## src/rtl/hazard_pkg.sv

```systemverilog
// Shared constants and types for the MIPS hazard controller: MDU latency
// defaults, the hard-wired zero register, and the redirect cause.
package hazard_pkg;

  localparam int unsigned MUL_LAT_DEF = 3;
  localparam int unsigned DIV_LAT_DEF = 8;
  localparam int unsigned ZERO_REG    = 0;

  typedef enum logic [1:0] {
    REDIR_NONE   = 2'd0,
    REDIR_BRANCH = 2'd1,
    REDIR_JUMP   = 2'd2
  } redirect_e;

  // A jump outranks a branch when both are flagged in EX.
  function automatic redirect_e redirectCause(input logic jump, input logic branch,
                                              input logic cond);
    if (jump)                return REDIR_JUMP;
    else if (branch && cond) return REDIR_BRANCH;
    else                     return REDIR_NONE;
  endfunction

endpackage

```

## src/rtl/sat_counter.sv

```systemverilog
// Saturating up-counter with synchronous clear (clear beats increment)
// and asynchronous active-low reset.
module sat_counter #(
  parameter int unsigned CNT_W = 16
) (
  input  logic             clk,
  input  logic             rst_n,
  input  logic             i_inc,
  input  logic             i_clr,
  output logic [CNT_W-1:0] o_count
);

  logic [CNT_W-1:0] r_count;

  always_ff @(posedge clk or negedge rst_n) begin
    if (!rst_n) begin
      r_count <= '0;
    end else if (i_clr) begin
      r_count <= '0;
    end else if (i_inc && (r_count != {CNT_W{1'b1}})) begin
      r_count <= r_count + 1'b1;
    end
  end

  assign o_count = r_count;

endmodule

```

## src/rtl/hazard_ctrl_mc.sv

```systemverilog
// Hazard controller for the 5-stage MIPS pipeline with a multi-cycle MDU:
// load-use and MDU stalls, held flushes on EX redirects, perf counters.
module hazard_ctrl_mc
  import hazard_pkg::*;
#(
  parameter int unsigned REG_W        = 5,
  parameter int unsigned MUL_LAT      = MUL_LAT_DEF,
  parameter int unsigned DIV_LAT      = DIV_LAT_DEF,
  parameter int unsigned FLUSH_CYCLES = 1,
  parameter bit          STORE_FWD    = 1'b1,
  parameter int unsigned CNT_W        = 16
) (
  input  logic             clk,
  input  logic             rst_n,
  input  logic [REG_W-1:0] id_rs,
  input  logic [REG_W-1:0] id_rt,
  input  logic             id_uses_rs,
  input  logic             id_uses_rt,
  input  logic             id_mem_write,
  input  logic             id_is_mdu,
  input  logic             id_reads_hilo,
  input  logic             ex_mem_to_reg,
  input  logic [REG_W-1:0] ex_rt,
  input  logic             ex_jump,
  input  logic             ex_branch,
  input  logic             ex_cond,
  input  logic             mdu_start,
  input  logic             mdu_is_div,
  input  logic             perf_clr,
  output logic             stall,
  output logic             flush,
  output logic             mdu_busy,
  output logic [CNT_W-1:0] stall_cnt,
  output logic [CNT_W-1:0] flush_cnt
);

  localparam int unsigned MDU_W = $clog2(DIV_LAT + 1);
  localparam int unsigned FL_W  = $clog2(FLUSH_CYCLES + 1);

  logic [MDU_W-1:0] r_mduCnt;
  logic [FL_W-1:0]  r_flushCnt;
  logic             w_loadDestValid;
  logic             w_luRs;
  logic             w_luRt;
  logic             w_mduHz;
  logic             w_taken;
  redirect_e        w_cause;

  // A store whose only dependence is its data operand can pick the value up
  // later through the MEM forwarding path, so it need not stall.
  assign w_loadDestValid = ex_mem_to_reg && (ex_rt != REG_W'(ZERO_REG));
  assign w_luRs  = w_loadDestValid && id_uses_rs && (id_rs == ex_rt);
  assign w_luRt  = w_loadDestValid && id_uses_rt && (id_rt == ex_rt)
                   && !(STORE_FWD && id_mem_write);
  assign w_mduHz = (id_is_mdu || id_reads_hilo) && ((r_mduCnt != '0) || mdu_start);

  assign w_cause = redirectCause(ex_jump, ex_branch, ex_cond);
  assign w_taken = ex_jump || (ex_branch && ex_cond);

  assign flush    = w_taken || (r_flushCnt != '0);
  assign stall    = (w_luRs || w_luRt || w_mduHz) && !flush;
  assign mdu_busy = (r_mduCnt != '0);

  always_ff @(posedge clk or negedge rst_n) begin
    if (!rst_n) begin
      r_mduCnt <= '0;
    end else if (mdu_start) begin
      r_mduCnt <= mdu_is_div ? MDU_W'(DIV_LAT) : MDU_W'(MUL_LAT);
    end else if (r_mduCnt != '0) begin
      r_mduCnt <= r_mduCnt - 1'b1;
    end
  end

  // The combinational taken cycle is the first flush cycle; the register
  // only covers the remaining FLUSH_CYCLES-1.
  always_ff @(posedge clk or negedge rst_n) begin
    if (!rst_n) begin
      r_flushCnt <= '0;
    end else if (w_taken) begin
      r_flushCnt <= FL_W'(FLUSH_CYCLES - 1);
    end else if (r_flushCnt != '0) begin
      r_flushCnt <= r_flushCnt - 1'b1;
    end
  end

  sat_counter #(.CNT_W(CNT_W)) u_stallCnt (
    .clk     (clk),
    .rst_n   (rst_n),
    .i_inc   (stall),
    .i_clr   (perf_clr),
    .o_count (stall_cnt)
  );

  sat_counter #(.CNT_W(CNT_W)) u_flushCnt (
    .clk     (clk),
    .rst_n   (rst_n),
    .i_inc   (w_taken),
    .i_clr   (perf_clr),
    .o_count (flush_cnt)
  );

  assert property (@(posedge clk) disable iff (!rst_n)
                   (w_cause != REDIR_NONE) |-> (flush && !stall));

endmodule

```

## config.mk

```make
export PLATFORM = sky130hd
export DESIGN_NAME = hazard_ctrl_mc
export DESIGN_NICKNAME = d
export VERILOG_FILES = /design/src/rtl/hazard_pkg.sv /design/src/rtl/sat_counter.sv /design/src/rtl/hazard_ctrl_mc.sv
export SDC_FILE = /design/constraint.sdc
export NUM_CORES = 1
export LEC_CHECK = 0
export BUFFER_PORTS_ARGS = -buffer_cell sky130_fd_sc_hd__buf_2
export CAP_MARGIN = 20
export CORE_UTILIZATION = 56
export DETAILED_ROUTE_END_ITERATION = 12
export PLACE_DENSITY_LB_ADDON = 0.2
export REMOVE_ABC_BUFFERS = 1
export SYNTH_ARGS = -nofsm -noshare
export SYNTH_HDL_FRONTEND = slang
export SYNTH_HIERARCHICAL = 1
export SYNTH_SLANG_ARGS = --single-unit
```

## constraint.sdc

```tcl
create_clock -name clk -period 5.56 [get_ports clk]
set_input_delay 1.112 -clock clk [delete_from_list [all_inputs] [get_ports clk]]
set_output_delay 1.112 -clock clk [all_outputs]
set_load 0.02 [all_outputs]
```

Word level (Yosys, flattened, before mapping) --
Cells that the tools add are included.
Word-level totals: input port bits 29, bits in registers 37, word-level logic and storage cells 45
Operators by class: add/sub/neg operators 4, equal/unequal tests 4, reductions and logical operators 24, muxes and demuxes 9
Operator list (count):
- 16-bit two-way mux | 4
- 16-bit by 1-bit adder with 16-bit output, second input constant | 2
- 16-bit inequality test, second input constant | 2
- 4-bit two-way mux | 3
- 1-bit logical AND | 11
- 5-bit == test | 2
- 1-bit logical OR | 6
- 2-bit nonzero test | 3
- 5-bit nonzero test | 1
- 4-bit nonzero test | 1
- 4-bit by 1-bit subtractor with 4-bit output, second input constant | 1
- 1-bit zero test | 2
- 1-bit two-way mux | 2
- 1-bit subtractor, second input constant | 1

Logic depth before layout (Yosys ltp) --
word-level depth 11, gate-level depth with buffers 12, gate-level depth less buffers 9

Cells and area by module --
Netlist, hierarchy kept.
By module, submodules not included:
- sat_counter | area each 942.2 µm², times used 2, cells each 98, sequential area each 400.4 µm²
- hazard_ctrl_mc | area each 382.9 µm², times used 1, cells each 43, sequential area each 100.1 µm²

Worst setup path after synthesis --
Ideal clock, no wire load.
path kind input to register, start point in ex_rt[1], end point reg u_stallCnt.r_count[3] (netlist: u_stallCnt/o_count[3]), required time 5.482 ns, setup slack 2.244 ns, buffers on the path 1, stages on the path 9, arrival time 3.238 ns, path through xnor2_1 -> nand4_1 -> nor4b_2 -> a31oi_1 -> o21ai_1 -> inv_1 -> clkbuf_1 -> or4_2 -> a21oi_1
Between the ends: cells in the longest elaborated chain, start to end 10, elaborated cells between the ends (all ways) 14, classes of those cells eq/ne (2); reduce/logical (12)
Ends and longest elaborated chain:
- start: declaration | RTL line hazard_ctrl_mc.sv:23 | input logic [REG_W-1:0] ex_rt,
- 5-bit nonzero test | RTL line hazard_ctrl_mc.sv:51 | assign w_loadDestValid = ex_mem_to_reg && (ex_rt != REG_W'(ZERO_REG));
- 1-bit logical AND | RTL line hazard_ctrl_mc.sv:51
- 1-bit logical AND (2 in series) | RTL line hazard_ctrl_mc.sv:53 | assign w_luRt = w_loadDestValid && id_uses_rt && (id_rt == ex_rt)
- 1-bit logical AND | RTL line hazard_ctrl_mc.sv:54 | && !(STORE_FWD && id_mem_write);
- 1-bit logical OR * (2 in series) | RTL line hazard_ctrl_mc.sv:61 | assign stall = (w_luRs || w_luRt || w_mduHz) && !flush;
- 1-bit logical AND * | RTL line hazard_ctrl_mc.sv:61
- named net stall | RTL line hazard_ctrl_mc.sv:30 | output logic stall,
- 1-bit logical AND * | RTL line sat_counter.sv:20 | end else if (i_inc && (r_count != {CNT_W{1'b1}})) begin
- 2-bit nonzero test (no source line) *
- end signal: assignment | RTL line sat_counter.sv:21 | r_count <= r_count + 1'b1;
- end: declaration | RTL line sat_counter.sv:13 | logic [CNT_W-1:0] r_count;
Mark *: on every way through the listed nets, which the timed path passes. The rest lies on a longest branch. A chain may end at the register's enable or synchronous reset.

Final worst setup path --
start point in ex_rt[4], end point out stall
Between the ends: cells in the longest elaborated chain, start to end 8, elaborated cells between the ends (all ways) 12, classes of those cells eq/ne (2); reduce/logical (10)
Ends and longest elaborated chain (RTL line):
- 5-bit nonzero test | hazard_ctrl_mc.sv:51
- 1-bit logical AND | hazard_ctrl_mc.sv:51
- 1-bit logical AND (2 in series) | hazard_ctrl_mc.sv:53
- 1-bit logical AND | hazard_ctrl_mc.sv:54
- 1-bit logical OR * (2 in series) | hazard_ctrl_mc.sv:61
- 1-bit logical AND * | hazard_ctrl_mc.sv:61
- end: declaration | hazard_ctrl_mc.sv:30
Every way passes the cells marked *; elsewhere a longest branch is shown, timed or not.

==> results.toml <==
[status]
run_status = "complete, no violations"

[worst_hold_path]
min_from = "r_mduCnt[2]"
whs_path_depth = 2
hold_path.class = "reg -> reg"
worstHoldEndpoint = "r_mduCnt[2]"

[placement]
detailed_place.area_um2 = 2580
portBuffers = 63
globalplace.congestion = 0.818
hpwlAfterDp_mm = 3.56
post_place_setup_slack_ps = 2040
place_inst = 339

[sta]
setup_total_negative_slack_ps = 0
final-max-slew-violation-count = 0
max_slew.worst_pin.slew_ps = 872
period_share_pct = 62.9
hold_violations = 0
fin_worst_hold_slack_ps = 584
timing.slew.headroom_pct = 41.4
grt_setup_unrepaired = "false"
fin_skew_ps = 4.26
report.final.setup_viol = 0
fmax_mhz = 286
final_critical_path_setup_slack_ps = 2060
timing.final.crit_period_ps = 3500

[setup_path]
rrSetupSlack_ps = 2940
critical_path_arrival_ps = 2380
cell_with_the_largest_stage_delay_on_the_worst_path = "sky130_fd_sc_hd__o21ai_1"
regToRegStartpoint = "r_mduCnt[0]"
crit-reg2reg-capture = "u_stallCnt/o_count[3]"
critical_path.startpoint = "ex_rt[4]"
crit_required_ps = 4450
critical_path.endpoint_type = "primary output"
crit_path_cell_trace = "buf_2, xnor2_1, nand4_1, nor4b_2, a31oi_1, o21ai_1, buf_2"
timing.critical_path.buf_inv = 2
worst_setup_path_start_kind = "primary input"
cp_max_fo = 5
timing.reg2reg.worst_path_depth = 9
max_stage_delay_ps = 300
worst-setup-path-type = "in -> out"
critical_path.most_common_cell = "sky130_fd_sc_hd__buf_2"
path_delay_family = "simple AND/OR/NAND/NOR gates"

[die]
initial_utilization_pct = 60.1
die-width_um = 65.6
core_area_um2 = 3770
rows = 22
num_io_pins = 64
die_area_um2 = 4310
die-height_um = 65.6

[grt]
grt_overflow_total = 0
grt_usage_pct = 26.4
grt_first_pass_wirelength_mm = 8.71
grt_antenna_before_repair = 0
first_global_vias = 1987
grt_max_degree = 41

[synth]
synth.ff_latch_count = 36
yosys.cell_types.count = 39
syn-mean-instance-area_um2 = 9.49
synth.yosys.seq_area_share_pct = 39.7
post_synth_inst_count = 239
syn_area_um2 = 2270
yosys_warnings = 6

[drt]
dr_total_vias = 2121
avgRoutedWirePerCell_um = 14.9
detail-route-antenna-nets = 0
route.detailed.drc = 0
via_to_cell_ratio = 6.11
route.final.wire_length_mm = 5.16
drt_iter0_markers = 164
drt_first_pass_iters = 4

[clock_tree]
clock_sinks = 36
cts-root-buf = "sky130_fd_sc_hd__clkbuf_8"
clockBufferDepth = 2
ctsHtreeMaxLevel = 2
post_cts.repair.setup_buffers = 0
cts_hold_buf = 0
cts_bufs_inserted = 5
clock_tree_from_tritoncts = "done"
cts-resized-gates = 0
path_clk_slew_ps = 70
clk_latency_ps = 290

[power]
p_leak_nw = 1.23
power-per-cell-area_nw_per_um2 = 206
worst_ir_drop_vdd_mv = 0.188
power.combinational.fraction_pct = 14.8
p_seq_share_pct = 50.7
internal_power_uw = 403
sw_power_uw = 146
switching_power_share_of_the_total_pct = 26.6
clock_power_share_pct = 34.5
power.total_uw = 550

[layout]
post-route-util_pct = 70.9
finish.net_count = 330
seqCellArea_um2 = 901
flow.area_growth_from_synthesis_pct = 18.0
post_route_cells_drive_above_1_share_pct = 30.1
layout.filler_cells = 312
design_area_um2 = 2680
final-instance-count-excl-fill = 347
multi_input_gate_area_in_the_final_layout_um2 = 1270
antenna-diode-count = 0

[job]
timing.max_cap.violations = 0
[synth_stat cells]
library cell / number / area [µm²]
sky130_fd_sc_hd__o221ai_1: 1 / 8.76
sky130_fd_sc_hd__a21oi_1: 25 / 125
sky130_fd_sc_hd__or4_2: 4 / 35.0
sky130_fd_sc_hd__nand2b_1: 1 / 6.26
sky130_fd_sc_hd__a211oi_1: 1 / 7.51
sky130_fd_sc_hd__buf_2: 1 / 5.00
sky130_fd_sc_hd__buf_6: 2 / 22.5
sky130_fd_sc_hd__a31oi_1: 1 / 6.26
sky130_fd_sc_hd__nor3_1: 3 / 15.0
sky130_fd_sc_hd__inv_1: 10 / 37.5
sky130_fd_sc_hd__and4_2: 4 / 40.0
sky130_fd_sc_hd__or4_1: 10 / 75.1
sky130_fd_sc_hd__nand4_1: 13 / 81.3
sky130_fd_sc_hd__nor4b_2: 1 / 15.0
sky130_fd_sc_hd__o21a_1: 1 / 7.51
sky130_fd_sc_hd__and2_1: 1 / 6.26
sky130_fd_sc_hd__clkbuf_1: 8 / 30.0
sky130_fd_sc_hd__nand3_1: 6 / 30.0
sky130_fd_sc_hd__mux2_1: 8 / 90.1
sky130_fd_sc_hd__nand2_1: 13 / 48.8
sky130_fd_sc_hd__o31ai_1: 15 / 113
sky130_fd_sc_hd__dfrtp_1: 36 / 901
sky130_fd_sc_hd__and3_1: 4 / 25.0
sky130_fd_sc_hd__a211oi_2: 2 / 25.0
sky130_fd_sc_hd__nor4_1: 9 / 56.3
sky130_fd_sc_hd__or3_2: 2 / 15.0
sky130_fd_sc_hd__nor2_1: 10 / 37.5
sky130_fd_sc_hd__o21ai_0: 2 / 10.0
sky130_fd_sc_hd__o21ai_1: 7 / 35.0
sky130_fd_sc_hd__nand4_2: 2 / 25.0
sky130_fd_sc_hd__nor2b_1: 8 / 50.1
sky130_fd_sc_hd__ha_1: 3 / 37.5
sky130_fd_sc_hd__xnor2_1: 7 / 61.3
sky130_fd_sc_hd__xor2_1: 5 / 43.8
sky130_fd_sc_hd__nor4_4: 2 / 42.5
sky130_fd_sc_hd__nand3b_1: 3 / 22.5
sky130_fd_sc_hd__o211ai_2: 3 / 37.5
sky130_fd_sc_hd__or3_1: 4 / 25.0
sky130_fd_sc_hd__or4_4: 1 / 11.3
[cells by family (layout without fill, tap and decap cells)]
family	after synthesis	count (layout)	share of synthesized area (%)
AOI/OAI and AO/OA	58	58	16.6
xor gates and xnor gates	12	12	4.64
adders and majority gates	3	3	1.66
buffers and inverters	21	81	4.19
DFF	36	36	39.7
muxes	8	8	3.97
and+or+nand+nor	101	101	29.2
[final cells by class]
cell class | instances | share of cell area (%)
inverters | 10 | 1.40
multi-input cells | 182 | 47.5
flip-flops and latches | 36 | 33.7
clock buffers | 8 | 3.37
well taps | 48 | 2.25
repair buffers | 63 | 11.8
[how the worst max path moves through the flow]
stage,end,slack [ps],cells past startpoint
finish,stall,2060,7
global route,stall,1920,7
CTS,stall,2040,7
detailed placement,stall,2040,7
global placement,stall,2130,7
floorplan,u_stallCnt/o_count[3],2170,8
[sequential cells by signal, indices dropped and copies added, names as in the netlist]
name	flops
r_mduCnt	4
u_flushCnt/o_count	16
u_stallCnt/o_count	16
[routing by layer]
layer	GRT usage [%]	routed length [µm]	up-vias
met1	31.4	2260	998
met5	0	0	-
li1	-	-	1036
met3	7.12	258	11
met4	10.1	93	0
met2	45.0	2550	76
[power groups by stage]
| stage | registers [mW] | logic [mW] | clock network (mW) |
|---|---|---|---|
| 5_1_grt | 0.280 | 0.0924 | 0.210 |
| 4_1_cts | 0.279 | 0.0817 | 0.196 |
| 3_5_place_dp | 0.284 | 0.0813 | 0 |
| 6_report | 0.279 | 0.0811 | 0.190 |
| 2_1_floorplan | 0.285 | 0.0436 | 0 |
| 3_3_place_gp | 0.283 | 0.0791 | 0 |
[cells in the final DEF (no fill, tap or decap), types with 2 or more instances in the layout]
| cell | synthesis | routed |
|---|---|---|
| sky130_fd_sc_hd__o31ai_1 | 15 | 15 |
| sky130_fd_sc_hd__nor2_1 | 10 | 10 |
| sky130_fd_sc_hd__nor4_1 | 9 | 9 |
| sky130_fd_sc_hd__a21oi_1 | 25 | 25 |
| sky130_fd_sc_hd__or4_1 | 10 | 10 |
| sky130_fd_sc_hd__clkbuf_8 | 0 | 6 |
| sky130_fd_sc_hd__or3_1 | 4 | 4 |
| sky130_fd_sc_hd__nand2_1 | 13 | 13 |
| sky130_fd_sc_hd__o211ai_2 | 3 | 3 |
| sky130_fd_sc_hd__clkbuf_1 | 8 | 2 |
| sky130_fd_sc_hd__nand4_2 | 2 | 2 |
| sky130_fd_sc_hd__nor2b_1 | 8 | 8 |
| sky130_fd_sc_hd__nand3b_1 | 3 | 3 |
| sky130_fd_sc_hd__nand4_1 | 13 | 13 |
| sky130_fd_sc_hd__o21ai_1 | 7 | 7 |
| sky130_fd_sc_hd__nor3_1 | 3 | 3 |
| sky130_fd_sc_hd__buf_2 | 1 | 63 |
| sky130_fd_sc_hd__inv_1 | 10 | 10 |
| sky130_fd_sc_hd__and3_1 | 4 | 4 |
| sky130_fd_sc_hd__mux2_1 | 8 | 8 |
| sky130_fd_sc_hd__xor2_1 | 5 | 5 |
| sky130_fd_sc_hd__dfrtp_1 | 36 | 36 |
| sky130_fd_sc_hd__o21ai_0 | 2 | 2 |
| sky130_fd_sc_hd__xnor2_1 | 7 | 7 |
| sky130_fd_sc_hd__nand3_1 | 6 | 6 |
| sky130_fd_sc_hd__or4_2 | 4 | 4 |
| sky130_fd_sc_hd__and4_2 | 4 | 4 |
| sky130_fd_sc_hd__ha_1 | 3 | 3 |
| sky130_fd_sc_hd__or3_2 | 2 | 2 |
| sky130_fd_sc_hd__a211oi_2 | 2 | 2 |
| sky130_fd_sc_hd__nor4_4 | 2 | 2 |
[tightest hold or removal path, stage by stage, from the launching register on]
cell and delay, ps:
sky130_fd_sc_hd__dfrtp_1 410, sky130_fd_sc_hd__nand2b_1 80, sky130_fd_sc_hd__a21oi_1 60
No activity file was read; power rests on OpenSTA's default activity.
